==> src/rtl/tff_count_ctrl.sv <==
`default_nettype none
// +----------------------------------------------------------------------------+
// | Module   : tff_count_ctrl                                                  |
// | Brief    : Sequencer that steps an external T flip-flop bank up or down    |
// |            to a target value, with optional clear-and-verify first.        |
// | Revision : 1.0                                                             |
// +----------------------------------------------------------------------------+
module tff_count_ctrl #(
    parameter int WIDTH = 4
) (
    input  logic             clk,
    input  logic             rst,
    input  logic             start,
    input  logic             dir,
    input  logic             clr_first,
    input  logic [WIDTH-1:0] target,
    input  logic [WIDTH-1:0] q,
    output logic [WIDTH-1:0] t,
    output logic             busy,
    output logic             done,
    output logic             err,
    output logic [WIDTH:0]   steps
);

    localparam logic [2:0] c_ST_IDLE   = 3'd0;
    localparam logic [2:0] c_ST_CLEAR  = 3'd1;
    localparam logic [2:0] c_ST_VERIFY = 3'd2;
    localparam logic [2:0] c_ST_RUN    = 3'd3;
    localparam logic [2:0] c_ST_DONE   = 3'd4;
    localparam logic [2:0] c_ST_FAIL   = 3'd5;

    localparam logic [WIDTH:0] c_STEP_LIMIT = (WIDTH+1)'(1) << WIDTH;
    localparam logic [WIDTH:0] c_STEP_MAX   = '1;

    logic [2:0]       r_state;
    logic             r_dir;
    logic [WIDTH-1:0] r_target;
    logic [WIDTH:0]   r_steps;

    logic [2:0]       w_state_nxt;
    logic [WIDTH-1:0] w_t;
    logic             w_step_en;
    logic [WIDTH-1:0] w_up_chain;
    logic [WIDTH-1:0] w_dn_chain;

    // Prefix-AND chains: bit i toggles when every lower bit is 1 (up) or 0 (down).
    assign w_up_chain[0] = 1'b1;
    assign w_dn_chain[0] = 1'b1;
    for (genvar i = 1; i < WIDTH; i++) begin : g_toggle
        assign w_up_chain[i] = w_up_chain[i-1] &  q[i-1];
        assign w_dn_chain[i] = w_dn_chain[i-1] & ~q[i-1];
    end

    always_comb begin
        w_state_nxt = r_state;
        w_t         = '0;
        w_step_en   = 1'b0;
        case (r_state)
            c_ST_IDLE: begin
                // clr_first only steers this one transition, so it is used directly.
                if (start) w_state_nxt = clr_first ? c_ST_CLEAR : c_ST_RUN;
            end
            c_ST_CLEAR: begin
                w_t         = q;
                w_state_nxt = c_ST_VERIFY;
            end
            c_ST_VERIFY: begin
                w_state_nxt = (q == '0) ? c_ST_RUN : c_ST_FAIL;
            end
            c_ST_RUN: begin
                // Match wins over timeout so a bank landing on target at the limit still succeeds.
                if (q == r_target) begin
                    w_state_nxt = c_ST_DONE;
                end else if (r_steps == c_STEP_LIMIT) begin
                    w_state_nxt = c_ST_FAIL;
                end else begin
                    w_t       = r_dir ? w_up_chain : w_dn_chain;
                    w_step_en = 1'b1;
                end
            end
            c_ST_DONE: w_state_nxt = c_ST_IDLE;
            c_ST_FAIL: w_state_nxt = c_ST_IDLE;
            default:   w_state_nxt = c_ST_IDLE;
        endcase
    end

    always_ff @(posedge clk) begin
        if (rst) begin
            r_state  <= c_ST_IDLE;
            r_dir    <= 1'b0;
            r_target <= '0;
            r_steps  <= '0;
        end else begin
            r_state <= w_state_nxt;
            if (r_state == c_ST_IDLE && start) begin
                r_dir    <= dir;
                r_target <= target;
                r_steps  <= '0;
            end else if (w_step_en && r_steps != c_STEP_MAX) begin
                r_steps <= r_steps + 1'b1;
            end
        end
    end

    assign t     = rst ? '0 : w_t;
    assign busy  = (r_state == c_ST_CLEAR) || (r_state == c_ST_RUN);
    assign done  = (r_state == c_ST_DONE);
    assign err   = (r_state == c_ST_FAIL);
    assign steps = r_steps;

endmodule
`default_nettype wire

==> config.mk <==
export PLATFORM = sky130hd
export DESIGN_NAME = tff_count_ctrl
export DESIGN_NICKNAME = d
export VERILOG_FILES = /design/src/rtl/tff_count_ctrl.sv
export SDC_FILE = /design/constraint.sdc
export NUM_CORES = 1
export LEC_CHECK = 0
export CAP_MARGIN = 20
export CELL_PAD_IN_SITES_DETAIL_PLACEMENT = 0
export CELL_PAD_IN_SITES_GLOBAL_PLACEMENT = 1
export CORE_ASPECT_RATIO = 0.9
export CORE_UTILIZATION = 25
export CTS_CLUSTER_SIZE = 25
export DETAILED_ROUTE_END_ITERATION = 6
export PLACE_DENSITY_LB_ADDON = 0.25
export REMOVE_ABC_BUFFERS = 1
export SETUP_SLACK_MARGIN = 0.4
export SYNTH_ARGS = -nofsm -noshare
export SYNTH_HDL_FRONTEND = slang
export SYNTH_SLANG_ARGS = --single-unit
==> constraint.sdc <==
create_clock -name clk -period 3.7 [get_ports clk]
set_clock_uncertainty 0.05 [all_clocks]
set_input_delay 0.925 -clock clk [delete_from_list [all_inputs] [get_ports clk]]
set_output_delay 0.925 -clock clk [all_outputs]
set_load 0.005 [all_outputs]
==> impl_metrics.csv <==
group,metric,value,unit
outcome,status,"completed",
synthesis,postSynthCellCount,96,
sta,min_period,3220,ps
layout,drive_gt1_share,20.8,%
power,pwr-share-seq,40.8,%
die,start_util,26.9,%
sta,setup_viol,0,
synthesis,synth_largest_area_cell,"dfxtp_1",
routing,vias,779,
synthesis,synthFlopType,"dfxtp_1",
power,combPwrFrac,29.8,%
clock_tree,cts_tree,"done",
sta,rsz0062_at_grt,"false",
clock_tree,clock_path_buffers,2,
routing,wl_met1,936,µm
routing,route.met3.wl,121,µm
die,core_area,0.00311,mm²
synthesis,ys_types,35,
critical_path,cp-end-kind,"primary output",
sta,slew_headroom,61.8,%
routing,dr.pass1.iters,4,
global_route,antenna_found_initial,0,
synthesis,ys_ff_latch,13,
sta,worst_slew_pin_slew,571,ps
critical_path,crit_chain,"dlygate4sd2_1, xnor2_1, nand4_1, buf_4, nand3_2, buf_6, o21ai_0, clkdlybuf4s15_1",
clock_tree,hold_buffers,0,
placement,gp_congestion,0.847,
sta,fin_crit_sh,87.1,%
worst_hold_path,hold_path.startpoint,"steps[4]$_SDFFE_PP0P_",
global_route,grt_overflow,0,
critical_path,crit_type,"input port to primary output",
synthesis,avgSynthCellArea,8.72,µm²
power,switching_share,30.7,%
layout,post-route-util,40.5,%
synthesis,synth_area,837,µm²
synthesis,async_reset_ff_share,0,%
power,totalPowerFinal,0.000436,W
critical_path,timing.rr.end,"r_state[1]$_SDFFE_PP0P_",
clock_tree,insertion_delay,250,ps
worst_hold_path,min_path_type,"flip-flop to flip-flop",
sta,hold_viol_final,0,
critical_path,cp_data_arrival_time,2250,ps
critical_path,reg2reg_depth,8,
synthesis,synth_edf_count,0,
power,intPower,0.000302,W
worst_hold_path,hold_depth,2,
die,fp.dieH,56.9,µm
worst_hold_path,hold_end,"steps[4]$_SDFFE_PP0P_",
synthesis,synth_top_area_share,31.1,%
synthesis,synth_area_leaders,"dfxtp_1, mux2i_1, nor4b_4, xnor2_1, ha_1",
clock_tree,clock_sinks,13,
sta,fin_setup_tns,0,ps
routing,routed_via_density,4.53,
placement,hpwlAfterDp,1590,µm
critical_path,reg2reg_slack,1870,ps
routing,wl_per_cell,11.8,µm
power,power_density,346,mW/mm²
sta,clock.fmax,310,MHz
global_route,grt_pass1_vias,763,
clock_tree,root_buffer,"clkbuf_8",
die,die-area,0.00358,mm²
die,fp.dieW,63.0,µm
routing,antenna_left,0,
global_route,grt_pass1_wl,3470,µm
run,cap_violations,0,
routing,drcViolationCount,0,
die,rows,19,
synthesis,synth_common_cells,"dfxtp_1, nor2_1, mux2i_1, nand2_1",
power,switchingPower,0.000134,W
critical_path,path_buf_inv,4,
power,clock_power_share,29.4,%
critical_path,critPathLaunchType,"input port",
critical_path,path_delay_family,"buffers and inverters",
critical_path,r2r_start,"steps[0]$_SDFFE_PP0P_",
layout,area_growth_syn_to_layout,50.5,%
global_route,grt_max_degree,15,
layout,n_antenna_cell,0,
placement,io_buffers,24,
clock_tree,cts_made_buffers,3,
critical_path,critPathMaxFanout,4,
routing,top_layer_used,"met4",
synthesis,ys_seq_area_share,31.1,%
sta,slew_violations,0,
critical_path,max_stage_delay,280,ps
synthesis,yosysWarnings,0,
power,leakage,0.530,nW
power,ir_drop,0.193,mV
clock_tree,htreeDepth,1,
synthesis,yosysMostFrequentCell,"dfxtp_1",
critical_path,cp.required,2720,ps
die,io_pins,25,
global_route,track_usage,12.6,%
clock_tree,clk_transition_reported_paths,60,ps
layout,nNetsFinal,147,
routing,wl_met2,939,µm
routing,routed_wl,2020,µm
critical_path,cpMaxStageDelayCell,"dlygate4sd2_1",
routing,drt-initial-drc-count,39,
[flip-flops by register name (all words and copies together), names as in the netlist]
signal	cells
steps	5
r_target	4
r_dir	1
r_state	3
[layout make-up]
type | count | area (µm²)
inverter | 5 | 18.8
clock inverter | 1 | 5.00
sequential | 13 | 260
timing repair buffer | 34 | 314
multi-input combinational | 74 | 568
fill | 327 | 1850
clock buffer | 3 | 41.3
tap | 42 | 52.6
[kinds of logic after synthesis]
kind of cell / Yosys count / synth area share [%]
AO/OA/AOI/OAI: 12 / 9.72
XOR/XNOR: 5 / 5.23
adder cells (fa/ha/maj): 3 / 4.48
buffers and inverters: 9 / 4.33
flip-flops: 13 / 31.1
multiplexers: 9 / 10.8
AND/OR/NAND/NOR: 45 / 34.4
[layer usage]
metal / vias to the layer above / GRT usage (%)
li1: 408 / -
met1: 350 / 15.3
met2: 17 / 19.4
met3: 4 / 4.47
met4: 0 / 6.64
met5: - / 0
[what timing repair did]
action | 4_1_cts | 5_1_grt
setup endpoints to repair | 4 | 3
buffers inserted | 3 | 0
pin swaps | 4 | 1
resized for setup | 12 | 3
[tightest hold or removal path, cell delays in order (launching register included)]
cell,delay (ps)
dfxtp_1,330
nand2_1,60
mux2i_1,60
[how the worst max path moves through the flow]
stage	startpoint	to	slack [ps]	cells past startpoint
after floorplan	q[2]	t[3]	1040	4
after global placement	q[2]	t[3]	60	6
after detailed placement	q[2]	t[3]	30	6
after CTS	q[0]	t[1]	430	6
after global routing	q[2]	t[3]	400	8
final	q[2]	t[3]	480	8
[layout by cell type (no fill, tap or decap), types with 2 or more instances in the layout]
master,instances
a21oi_2,2
and3_1,2
buf_4,9
clkbuf_8,3
clkdlybuf4s50_1,16
dfxtp_1,13
dlygate4sd2_1,6
ha_1,3
inv_1,5
mux2i_1,9
nand2_1,9
nand2b_1,2
nand2b_4,2
nand4_1,3
nor2_1,10
nor3_1,3
nor4b_4,2
o21ai_0,3
xnor2_1,5
[through the flow]
step | hold slack (ps) | std cells | cell area, µm² | setup slack (ps)
final | 451 | 172 | 1260 | 478
after global routing | 499 | 172 | 1260 | 397
after CTS | 459 | 172 | 1250 | 429
after detailed placement | 452 | 165 | 1160 | 28.9
after global placement | 427 | 165 | 1160 | 60.7
after floorplan | 429 | 92 | 820 | 1040
[power by group through the flow]
stage	Sequential [W]	Combinational (W)	Clock, W
2_1_floorplan	0.000174	0.0000759	0
3_3_place_gp	0.000180	0.000124	0
3_5_place_dp	0.000181	0.000124	0
4_1_cts	0.000178	0.000131	0.000136
5_1_grt	0.000180	0.000143	0.000142
6_report	0.000178	0.000130	0.000128
(Power assumes the default switching activity.)
